[src/rtl/controle_venda.sv]
// controle_venda: payment/dispense controller downstream of the product selector.
// It accumulates coin credit and latches the selection on confirm. It then
// dispenses, returns change, and handles cancel/refund.
// Optional build macro CV_TIMEOUT_EN adds an idle timeout in COBRANDO that
// refunds the credit automatically after TIMEOUT_CYC cycles without a coin.
module controle_venda #(
  parameter int CREDIT_W    = 4,
  parameter int MAX_CREDIT  = 15,
  parameter int TIMEOUT_CYC = 255
) (
  input  logic                clk,
  input  logic                rst,
  input  logic [2:0]          valor,
  input  logic [3:0]          codeOut,
  input  logic                existe,
  input  logic                confirmar,
  input  logic                cancelar,
  input  logic                moeda_valid,
  input  logic [2:0]          moeda_val,
  output logic [CREDIT_W-1:0] credito,
  output logic                liberar,
  output logic [3:0]          produto,
  output logic [CREDIT_W-1:0] troco,
  output logic                troco_valid,
  output logic                moeda_rejeitada,
  output logic                erro,
  output logic                ocupado
);

  // FSM encoding
  localparam logic [2:0] OCIOSO   = 3'd0;
  localparam logic [2:0] COBRANDO = 3'd1;
  localparam logic [2:0] LIBERA   = 3'd2;
  localparam logic [2:0] TROCO    = 3'd3;
  localparam logic [2:0] DEVOLVE  = 3'd4;

  localparam logic [3:0] NO_PRODUCT = 4'b1111;

  // Architectural state
  logic [2:0]          state_q, state_d;
  logic [CREDIT_W-1:0] credito_q, credito_d;
  logic [2:0]          preco_q, preco_d;
  logic [3:0]          produto_q, produto_d;
  logic [CREDIT_W-1:0] troco_q, troco_d;

  // Registered strobes / status
  logic liberar_q, liberar_d;
  logic troco_valid_q, troco_valid_d;
  logic moeda_rej_q, moeda_rej_d;
  logic erro_q, erro_d;
  logic ocupado_q, ocupado_d;

  // Coin path signals
  logic [CREDIT_W:0]   coin_sum;
  logic                coin_window;
  logic                cancel_take;
  logic                coin_ok;
  logic                coin_accept;
  logic                coin_reject;

  // Price comparison / dispense arithmetic
  logic [CREDIT_W-1:0] preco_ext;
  logic                credit_enough;
  logic [CREDIT_W-1:0] remainder;

  // Timeout request (always 0 when the feature is compiled out)
  logic                timeout_hit;

  // Coin acceptance: the sum is one bit wider than credit, so overflow never wraps
  always_comb begin
    coin_sum    = {1'b0, credito_q} + (CREDIT_W+1)'(moeda_val);
    coin_window = (state_q == OCIOSO) || (state_q == COBRANDO);
    cancel_take = cancelar && coin_window;
    coin_ok     = coin_window && (moeda_val != 3'd0) &&
                  (coin_sum <= (CREDIT_W+1)'(MAX_CREDIT));
    // A cancel in the same cycle wins over the coin, so the coin is handed back
    coin_accept = moeda_valid && coin_ok && !cancel_take;
    coin_reject = moeda_valid && !coin_accept;
  end

  // Price comparison against the registered credit, and change computation
  always_comb begin
    preco_ext     = CREDIT_W'(preco_q);
    credit_enough = (credito_q >= preco_ext);
    remainder     = credito_q - preco_ext;
  end

`ifdef CV_TIMEOUT_EN
  localparam int TO_W = $clog2(TIMEOUT_CYC + 1);

  logic [TO_W-1:0] to_cnt_q, to_cnt_d;

  // Idle counter: restarts on entry to COBRANDO and on every accepted coin
  always_comb begin
    to_cnt_d    = '0;
    // Fires in the cycle where the counter would reach TIMEOUT_CYC
    timeout_hit = (state_q == COBRANDO) &&
                  (to_cnt_q == TO_W'(TIMEOUT_CYC - 1));
    if (state_q == COBRANDO && state_d == COBRANDO && !coin_accept) begin
      if (to_cnt_q != TO_W'(TIMEOUT_CYC)) begin
        to_cnt_d = to_cnt_q + TO_W'(1);
      end else begin
        to_cnt_d = to_cnt_q;
      end
    end
  end

  // Idle counter register
  always_ff @(posedge clk) begin
    if (rst) begin
      to_cnt_q <= '0;
    end else begin
      to_cnt_q <= to_cnt_d;
    end
  end
`else
  // Without the timeout, COBRANDO waits indefinitely for credit or cancel
  localparam int timeout_cyc_unused = TIMEOUT_CYC;
  assign timeout_hit = 1'b0;
`endif

  // Main FSM: next state, credit/selection updates and the strobes for the next cycle
  always_comb begin
    state_d       = state_q;
    credito_d     = credito_q;
    preco_d       = preco_q;
    produto_d     = produto_q;
    troco_d       = troco_q;
    liberar_d     = 1'b0;
    troco_valid_d = 1'b0;
    erro_d        = 1'b0;
    moeda_rej_d   = coin_reject;

    if (coin_accept) begin
      credito_d = coin_sum[CREDIT_W-1:0];
    end

    case (state_q)
      OCIOSO: begin
        if (cancelar) begin
          state_d       = DEVOLVE;
          troco_valid_d = 1'b1;
          troco_d       = credito_q;
        end else if (confirmar) begin
          if (existe) begin
            preco_d   = valor;
            produto_d = codeOut;
            state_d   = COBRANDO;
          end else begin
            erro_d = 1'b1;
          end
        end
      end

      COBRANDO: begin
        // confirmar and selector changes are deliberately ignored here
        if (cancelar) begin
          state_d       = DEVOLVE;
          troco_valid_d = 1'b1;
          troco_d       = credito_q;
        end else if (credit_enough) begin
          state_d   = LIBERA;
          liberar_d = 1'b1;
        end else if (timeout_hit && !coin_accept) begin
          state_d       = DEVOLVE;
          troco_valid_d = 1'b1;
          troco_d       = credito_q;
        end
      end

      LIBERA: begin
        // Dispense is not abortable; a cancel here is dropped
        credito_d = remainder;
        if (remainder != '0) begin
          state_d       = TROCO;
          troco_valid_d = 1'b1;
          troco_d       = remainder;
        end else begin
          state_d = OCIOSO;
        end
      end

      TROCO, DEVOLVE: begin
        credito_d = '0;
        state_d   = OCIOSO;
      end

      default: begin
        state_d   = OCIOSO;
        credito_d = '0;
      end
    endcase

    ocupado_d = (state_d != OCIOSO);
  end

  // State and output registers
  always_ff @(posedge clk) begin
    if (rst) begin
      state_q       <= OCIOSO;
      credito_q     <= '0;
      preco_q       <= '0;
      produto_q     <= NO_PRODUCT;
      troco_q       <= '0;
      liberar_q     <= 1'b0;
      troco_valid_q <= 1'b0;
      moeda_rej_q   <= 1'b0;
      erro_q        <= 1'b0;
      ocupado_q     <= 1'b0;
    end else begin
      state_q       <= state_d;
      credito_q     <= credito_d;
      preco_q       <= preco_d;
      produto_q     <= produto_d;
      troco_q       <= troco_d;
      liberar_q     <= liberar_d;
      troco_valid_q <= troco_valid_d;
      moeda_rej_q   <= moeda_rej_d;
      erro_q        <= erro_d;
      ocupado_q     <= ocupado_d;
    end
  end

  assign credito         = credito_q;
  assign liberar         = liberar_q;
  assign produto         = produto_q;
  assign troco           = troco_q;
  assign troco_valid     = troco_valid_q;
  assign moeda_rejeitada = moeda_rej_q;
  assign erro            = erro_q;
  assign ocupado         = ocupado_q;

endmodule
[config.mk]
export PLATFORM = sky130hd
export DESIGN_NAME = controle_venda
export DESIGN_NICKNAME = d
export VERILOG_FILES = /design/src/rtl/controle_venda.sv
export SDC_FILE = /design/constraint.sdc
export NUM_CORES = 1
export LEC_CHECK = 0
export ABC_AREA = 0
export CORE_ASPECT_RATIO = 1.25
export CORE_MARGIN = 2
export CORE_UTILIZATION = 43
export DETAILED_ROUTE_END_ITERATION = 12
export GPL_TIMING_DRIVEN = 0
export PLACE_DENSITY = 0.75
export SETUP_SLACK_MARGIN = 0.2
export SYNTH_ARGS = -nofsm -noshare
export SYNTH_HDL_FRONTEND = slang
export SYNTH_SLANG_ARGS = --single-unit
[constraint.sdc]
create_clock -name clk -period 2.1 [get_ports clk]
set_input_delay 0.315 -clock clk [delete_from_list [all_inputs] [get_ports clk]]
set_output_delay 0.315 -clock clk [all_outputs]
set_load 0.02 [all_outputs]
==> results_dict.tcl, run 1 <==
set metrics [dict create \
    synth_fa_ha_area_share_pct 9.13 \
    setup_viol 3 \
    wl_mm 3.44 \
    cts_tree "built" \
    final_cell_count_no_fill 212 \
    grt_pass1_vias 1242 \
    die-area_um2 3390 \
    dpl.cell_count 201 \
    hold_buffers 0 \
    ys_ff_latch 23 \
    drc 0 \
    num_io_pins 33 \
    rsz0062_at_grt "true" \
    finish.utilization_pct 67.9 \
    drive_gt1_share_pct 25.8 \
    ys_warn_count 0 \
    postRouteAntennaNets 0 \
    start_kind "flip-flop" \
    p_per_area_nw_per_um2 587 \
    syn_area_um2 1260 \
    setup_tns_ns -0.0283 \
    synth_top_family_by_area "compound AO/OA/AOI/OAI gates" \
    drt-wirelength-per-cell_um 16.2 \
    hpwl_mm 2.38 \
    clk_latency_ns 0.33 \
    rows 21 \
    grt_max_degree 14 \
    dr.pass1.iters 4 \
    fin_worst_skew_ns 0.00245 \
    antennaDiodeCount 0 \
    synth_edf_count 0 \
    fillers 226 \
    antenna_found_initial 0 \
    clk_pin_slew_worst_paths_ns 0.14 \
    worstPathRequired_ns 2.34 \
    yosysTopAreaCell "dfxtp_1" \
    muxShareOfSynthArea_pct 3.17 \
    timing.slew.headroom_pct 51.7 \
    leakagePower_nw 0.701 \
    final_cell_mix "32 x clkdlybuf4s50_1, 20 x dfxtp_1, 9 x nor2_1" \
    area_delta_synth_final_pct 47.2 \
    core_area_um2 2730 \
    grt_use_total_pct 23.1 \
    critical_path.top_delay_family "adder cells" \
    synth.area.top_cells "dfxtp_1 37%, ha_1 6.0%, a211oi_1 4.8%" \
    worstPathCellList "inv_2 -> ha_4 -> inv_2 -> fa_2 -> nand2b_4 -> o21a_1 -> or4_4 -> o221a_1" \
    port_buffers 32 \
    layout_commonest_cell "clkdlybuf4s50_1" \
    min-delay-path-class "flip-flop to flip-flop" \
    finish.net_count 203 \
    start_util_pct 46.2 \
    yosysUniqueCellTypes 43 \
    cts-htree-levels 1 \
    arrival_ns 2.36 \
    period_share_pct 101 \
    status "complete, but fails checks" \
    synth-main-ff-cell "dfxtp_1" \
    crit_path_frequent_cell "inv_2" \
    yosys.area_share.simple_pct 20.4 \
    cts.path.max_buffers 2 \
    multiInputGateArea_um2 880 \
    syn_nets 159 \
    netlist.area_leader.share_pct 36.5 \
    gp_congestion 0.884 \
    syn_inst 135 \
    seq_area_um2 467 \
    yosysSeqAreaShare_pct 36.5 \
    violations "setup timing" \
    fin_ws_ns -0.0213 \
    vias 1209 \
    overflow 0 \
    cp_num_buf_inv 2 \
    yosys.area_share.xor_xnor_pct 1.39 \
    grt_pass1_wl_mm 5.88 \
    cts_root_buf "clkbuf_4" \
    critPathSlowestCell "fa_2" \
    clock_sinks 23 \
    slew_viol_final 0 \
    maxCapViolCount 0 \
    tightest_slew_ns 0.723 \
    critPathMaxFanout 2 \
    irDropWorstVdd_mv 0.337 \
    synthArstFlopShare_pct 0 \
    max_stage_delay_ns 0.43 \
    syn_area_per_cell_um2 9.34 \
    clock.fmax_mhz 471 \
    die_h_um 64.6 \
    synth_compound_area_share_pct 24.7 \
    path_class "flip-flop to flip-flop" \
    endpoint_kind "flip-flop" \
    min_period_ns 2.12 \
    avgViaCountPerCell 5.70 \
    die_w_um 52.4 \
    drt_iter0_drc 21 \
    cts_buffers 3 \
    final_hold_viol_count 0 \
]
[final cells by class]
type | instances | share of cell area (%)
timing repair buffer | 39 | 20.5
tap | 34 | 2.29
inverter | 10 | 2.02
clock inverter | 1 | 0.270
clock buffer | 3 | 1.21
buffer | 5 | 1.21
sequential | 23 | 25.1
multi-input combinational | 97 | 47.4
[logic make-up after synthesis]
| logic type | count (synthesis) |
|---|---|
| AO/OA/AOI/OAI | 43 |
| buffers and inverters | 15 |
| AND/OR/NAND/NOR | 40 |
| multiplexers | 4 |
| XOR/XNOR | 2 |
| flip-flops | 23 |
| adder cells (fa/ha/maj) | 8 |
[worst register-to-register path, stage by stage, from the launching register on]
cell and delay [ns]:
dfxtp_4 0.38, inv_2 0.04, ha_4 0.15, inv_2 0.05, fa_2 0.43, nand2b_4 0.15, o21a_1 0.17, or4_4 0.41
o221a_1 0.24
[synth_stat cells (2+ instances only)]
cell,count
a211o_1,4
a211oi_1,8
a21o_1,5
a21oi_1,8
a22oi_1,2
a311oi_1,2
a31oi_1,2
buf_2,2
clkbuf_1,3
dfxtp_1,23
fa_1,2
ha_1,6
inv_1,10
mux2i_1,4
nand2_1,3
nand2b_1,4
nor2_1,9
nor2b_1,6
nor3_1,5
nor3b_1,2
o21ai_0,2
o22ai_1,2
[power by group]
group / leakage (nW) / switching (mW) / total (mW) / internal [mW]
logic: 0.494 / 0.187 / 0.378 / 0.191
registers: 0.190 / 0.0249 / 0.488 / 0.463
clock network: 0.0177 / 0.152 / 0.223 / 0.0717
total: 0.701 / 0.363 / 1.09 / 0.726
[worst paths after layout]
path                           startpoint               endpoint  slack, ns  depth (start not counted)
hold / removal      troco[3]$_SDFFE_PP0P_  troco[3]$_SDFFE_PP0P_       0.49                          2
setup / recovery  credito[0]$_SDFFE_PP0P_  troco[1]$_SDFFE_PP0P_      -0.02                          8
hold reg to reg     troco[3]$_SDFFE_PP0P_  troco[3]$_SDFFE_PP0P_       0.49                          2
setup reg to reg  credito[0]$_SDFFE_PP0P_  troco[1]$_SDFFE_PP0P_      -0.02                          8
[layer usage]
| layer | share of wire (%) | GRT usage (%) | wire length [um] | up-vias |
|---|---|---|---|---|
| li1 | - | - | - | 582 |
| met1 | 43 | 28.8 | 1480 | 593 |
| met2 | 52 | 38.3 | 1780 | 27 |
| met3 | 2.8 | 2.76 | 95 | 7 |
| met4 | 2.5 | 11.9 | 87 | 0 |
| met5 | 0 | 0 | 0 | - |
[metrics by stage]
stage | power, mW | worst slack, ns | hold slack (ns) | cell area (um2)
after floorplan | 0.695 | -0.0459 | 0.392 | 1290
after global placement | 0.804 | -0.203 | 0.462 | 1650
after detailed placement | 0.814 | -0.264 | 0.463 | 1650
after CTS | 1.07 | -0.0272 | 0.484 | 1810
after global routing | 1.15 | -0.0872 | 0.518 | 1860
final | 1.09 | -0.0213 | 0.492 | 1860
[registers in the layout (all words and copies together), names as in the netlist]
| signal | count |
|---|---|
| troco | 4 |
| liberar | 1 |
| preco_q | 3 |
| state_q | 3 |
| moeda_rejeitada | 1 |
| ocupado | 1 |
| credito | 4 |
| erro | 1 |
| troco_valid | 1 |
| produto | 4 |
[repair_timing]
| action | 4_1_cts | 5_1_grt |
|---|---|---|
| endpoints found under the setup margin | 12 | 20 |
| pin swaps | 7 | 4 |
| gates resized for setup | 18 | 8 |
| setup buffers | 6 | 1 |
No activity file was read; power rests on OpenSTA's default activity.
==> inputs of run 2 (changes only) <==
SETUP_SLACK_MARGIN = unset   (was 0.2)
==> results_dict.tcl, run 2 (synthesized netlist as in run 1, its figures left out) <==
set metrics [dict create \
    max_stage_delay_ns 0.44 \
    wl_mm 3.39 \
    reg2reg_to "troco[1]$_SDFFE_PP0P_" \
    drc 0 \
    cts-htree-levels 1 \
    grt_max_degree 14 \
    avgViaCountPerCell 5.60 \
    rows 21 \
    reg2reg_depth 8 \
    slew_viol_final 0 \
    finish.net_count 199 \
    area_delta_synth_final_pct 36.5 \
    ff2ff_setup_slack_ns -0.09 \
    gp_congestion 0.882 \
    vias 1165 \
    num_io_pins 33 \
    start_kind "flip-flop" \
    hold_buffers 0 \
    path_class "flip-flop to flip-flop" \
    min_period_ns 2.19 \
    fin_ws_ns -0.0900 \
    hpwl_mm 2.49 \
    cts_root_buf "clkbuf_4" \
    endpoint_kind "flip-flop" \
    crit_path_frequent_cell "inv_2" \
    grt_pass1_vias 1187 \
    antennaDiodeCount 0 \
    layout_commonest_cell "clkdlybuf4s50_1" \
    grt_pass1_wl_mm 5.51 \
    p_per_area_nw_per_um2 610 \
    final_cell_mix "32 x clkdlybuf4s50_1, 19 x dfxtp_1, 9 x nor2_1" \
    arrival_ns 2.41 \
    cts_tree "built" \
    cts_buffers 3 \
    critPathSlowestCell "fa_2" \
    clk_latency_ns 0.31 \
    maxCapViolCount 0 \
    finish.utilization_pct 63.0 \
    min-delay-path-class "flip-flop to flip-flop" \
    start_util_pct 46.2 \
    critical_path.top_delay_family "adder cells" \
    fillers 239 \
    power_mw 1.05 \
    timing.slew.headroom_pct 51.0 \
    period_share_pct 104 \
    leakagePower_nw 0.660 \
    violations "setup timing" \
    setup_viol 1 \
    die-area_um2 3390 \
    overflow 0 \
    port_buffers 32 \
    die_h_um 64.6 \
    postRouteAntennaNets 0 \
    antenna_found_initial 0 \
    worstPathCellList "inv_2 -> ha_4 -> inv_2 -> fa_2 -> nand2b_4 -> o21a_1 -> or4_4 -> o221a_1" \
    worstHoldPathCells 2 \
    worstPathRequired_ns 2.32 \
    min_from "troco[3]$_SDFFE_PP0P_" \
    drive_gt1_share_pct 16.7 \
    clk_pin_slew_worst_paths_ns 0.14 \
    fin_worst_skew_ns 0.00169 \
    die_w_um 52.4 \
    dp_slack_ns -0.216 \
    dr.pass1.iters 4 \
    cp_num_buf_inv 2 \
    core_area_um2 2730 \
    setup_tns_ns -0.0900 \
    r2r_start "credito[0]$_SDFFE_PP0P_" \
    status "complete, but fails checks" \
    critPathMaxFanout 3 \
    min_to "troco[3]$_SDFFE_PP0P_" \
    clock_sinks 23 \
    grt_use_total_pct 21.6 \
    final_hold_viol_count 0 \
    drt-wirelength-per-cell_um 16.3 \
    cts.path.max_buffers 2 \
    clock.fmax_mhz 457 \
    tightest_slew_ns 0.734 \
    drt_iter0_drc 27 \
    rsz0062_at_grt "true" \
    irDropWorstVdd_mv 0.370 \
]
[run 2: cell count changes in the layout (fill, tap and decap cells not counted), moves of 2 or more]
cell | previous run | this run
buf_4 | 5 | 3
ha_4 | 3 | 1
a211oi_2 | 3 | 0
a211oi_1 | 5 | 8
buf_6 | 2 | 0
o22ai_1 | 0 | 2
a21oi_1 | 6 | 8
a21oi_2 | 2 | 0
o22ai_2 | 2 | 0
[run 2: what timing repair did]
action | CTS | global route
buffers inserted | 2 | 1
pin swaps | 1 | 2
gates resized for setup | 5 | 6
setup endpoints to repair | 5 | 4
[run 2: tightest hold or removal path: stages (launching register included)]
cell and delay, ns:
dfxtp_1 0.34, inv_1 0.05, a311oi_1 0.07
[run 2: through the flow]
stage / cells / hold WS [ns] / instance area [um2]
after global routing: 208 / 0.518 / 1720
after global placement: 201 / 0.460 / 1640
final: 208 / 0.494 / 1720
after detailed placement: 201 / 0.469 / 1640
after CTS: 207 / 0.502 / 1690
after floorplan: 135 / 0.392 / 1270
[run 2: worst max-delay path by stage]
stage | cells after the start | start | to | slack, ns
final | 8 | credito[0]$_SDFFE_PP0P_ | troco[1]$_SDFFE_PP0P_ | -0.09
after global placement | 8 | moeda_val[0] | credito[3]$_SDFFE_PP0P_ | -0.19
after global routing | 8 | credito[0]$_SDFFE_PP0P_ | troco[1]$_SDFFE_PP0P_ | -0.14
after floorplan | 8 | credito[0]$_SDFFE_PP0P_ | troco[1]$_SDFFE_PP0P_ | -0.10
after detailed placement | 8 | moeda_val[0] | credito[3]$_SDFFE_PP0P_ | -0.22
after CTS | 8 | credito[0]$_SDFFE_PP0P_ | troco[1]$_SDFFE_PP0P_ | -0.13
[run 2: per-layer routing]
metal / vias up / share of wire [%] / GRT usage [%]
li1: 576 / - / -
met1: 553 / 41 / 25.5
met2: 30 / 53 / 39.1
met3: 6 / 4.1 / 2.76
met4: 0 / 1.6 / 7.05
met5: - / 0 / 0
[run 2: power by group]
group	total, mW	switching [mW]	internal (mW)	leakage (nW)
clock	0.215	0.144	0.0712	0.0177
sequential	0.487	0.0237	0.463	0.190
combinational	0.348	0.174	0.173	0.452
[run 2: layout make-up]
type / count / area [um2] / area share, %
buffer: 5 / 21.3 / 1.24
clock buffer: 3 / 22.5 / 1.31
multi-input combinational: 97 / 782 / 45.4
tap: 34 / 42.5 / 2.47
sequential: 23 / 468 / 27.2
inverter: 10 / 37.5 / 2.18
clock inverter: 1 / 5.00 / 0.291
timing repair buffer: 35 / 343 / 19.9
==> inputs of run 3 (changes only) <==
MAX_ROUTING_LAYER = met4   (was unset)
==> results_dict.tcl, run 3 (synthesized netlist as in run 1, its figures left out) <==
set metrics [dict create \
    final_cell_count_no_fill 210 \
    num_io_pins 33 \
    combPwrFrac_pct 34.0 \
    timing.hold.ws_ns 0.492 \
    drt_iter0_drc 24 \
    slew_viol_final 0 \
    dpl.cell_count 201 \
    wl_mm 3.43 \
    multiInputGateArea_um2 793 \
    drive_gt1_share_pct 17.0 \
    endpoint_kind "flip-flop" \
    min_period_ns 2.16 \
    avgViaCountPerCell 5.74 \
    final_cell_mix "32 x clkdlybuf4s50_1, 20 x dfxtp_1, 9 x nor2_1" \
    grt_pass1_vias 1189 \
    rsz0062_at_grt "true" \
    cts_tree "built" \
    period_share_pct 103 \
    die-area_um2 3390 \
    layout_commonest_cell "clkdlybuf4s50_1" \
    area_delta_synth_final_pct 38.7 \
    cts-htree-levels 1 \
    drt-wirelength-per-cell_um 16.3 \
    fin_worst_skew_ns 0.00528 \
    die_h_um 64.6 \
    tightest_slew_ns 0.688 \
    critPathMaxFanout 4 \
    final_cell_area_um2 1750 \
    rows 21 \
    antennaDiodeCount 0 \
    dp_slack_ns -0.220 \
    setup_tns_ns -0.0629 \
    cts_buffers 3 \
    final_hold_viol_count 0 \
    port_buffers 32 \
    postPlaceCellArea_um2 1640 \
    finish.net_count 201 \
    core_area_um2 2730 \
    arrival_ns 2.40 \
    leakagePower_nw 0.671 \
    clk_latency_ns 0.33 \
    irDropWorstVdd_mv 0.448 \
    status "complete, but fails checks" \
    path_class "flip-flop to flip-flop" \
    seq_area_um2 469 \
    power.net_switching_uw 349 \
    grt_use_total_pct 21.6 \
    antenna_found_initial 0 \
    p_int_uw 720 \
    drc 0 \
    grt_pass1_wl_mm 5.39 \
    worstPathRequired_ns 2.34 \
    cts_root_buf "clkbuf_4" \
    fin_ws_ns -0.0629 \
    fillers 246 \
    start_kind "flip-flop" \
    p_seq_share_pct 45.5 \
    maxCapViolCount 0 \
    min-delay-path-class "flip-flop to flip-flop" \
    postRouteAntennaNets 0 \
    setup_viol 1 \
    hpwl_mm 2.50 \
    clock.fmax_mhz 462 \
    start_util_pct 46.2 \
    timing.slew.headroom_pct 54.0 \
    die_w_um 52.4 \
    vias 1205 \
    grt_max_degree 14 \
    dr.pass1.iters 4 \
    gp_congestion 0.890 \
    finish.utilization_pct 64.0 \
    clk_pin_slew_worst_paths_ns 0.14 \
    violations "setup timing" \
    clock_sinks 23 \
    p_per_area_nw_per_um2 612 \
    swShare_pct 32.7 \
    cts.path.max_buffers 2 \
    power_mw 1.07 \
    overflow 0 \
    clockPowerShare_pct 20.5 \
]
-- run 3: cell count changes in the layout (fill, tap and decap cells not counted) --
cell,delta
dfxtp_1,+1
buf_4,+2
dfxtp_2,-2
xor2_2,-1
xor2_4,+1
dfxtp_4,+1
-- run 3: path summary, 6_finish.rpt --
| check | from | cells after the start | to | slack, ns |
|---|---|---|---|---|
| worst max register to register | credito[0]$_SDFFE_PP0P_ | 8 | troco[1]$_SDFFE_PP0P_ | -0.06 |
| worst min-delay path | troco[3]$_SDFFE_PP0P_ | 2 | troco[3]$_SDFFE_PP0P_ | 0.49 |
| worst max-delay path | credito[0]$_SDFFE_PP0P_ | 8 | troco[1]$_SDFFE_PP0P_ | -0.06 |
| worst min register to register | troco[3]$_SDFFE_PP0P_ | 2 | troco[3]$_SDFFE_PP0P_ | 0.49 |
-- run 3: power groups by stage --
stage | clock network, mW | logic, mW | registers (mW)
after floorplan | 0 | 0.174 | 0.516
after global placement | 0 | 0.304 | 0.494
after detailed placement | 0 | 0.314 | 0.496
after CTS | 0.220 | 0.331 | 0.486
after global routing | 0.235 | 0.392 | 0.490
final | 0.220 | 0.363 | 0.487
-- run 3: per-layer routing --
metal  GRT usage (%)  part of all wire [%]  routed length [um]  up-vias
met1            23.8                    40                1380      591
met3            2.30                   2.8                  95        9
met5               -                     0                   0        -
li1                -                     -                   -      579
met2            39.2                    55                1870       26
met4            7.37                   2.3                  80        0
-- run 3: worst max-delay path, cell delays in order (launching register included) --
cell	delay, ns
dfxtp_4	0.37
inv_2	0.06
ha_4	0.13
inv_2	0.03
fa_2	0.39
xor2_4	0.19
o21a_1	0.21
or4_4	0.43
o221a_1	0.25
-- run 3: final cells by class --
cell class,count,share of cell area (%)
well taps,34,2.43
clock inverters,1,0.286
repair buffers,37,20.5
flip-flops and latches,23,26.8
multi-input cells,97,45.4
clock buffers,3,1.29
plain buffers,5,1.22
inverters,10,2.15
-- run 3: timing repair --
item / 4_1_cts / 5_1_grt
endpoints found under the setup margin: 3 / 8
resized for setup: 6 / 6
buffers inserted: 3 / 2
pin swaps: 1 / 1
hold buffers: 0 / 0
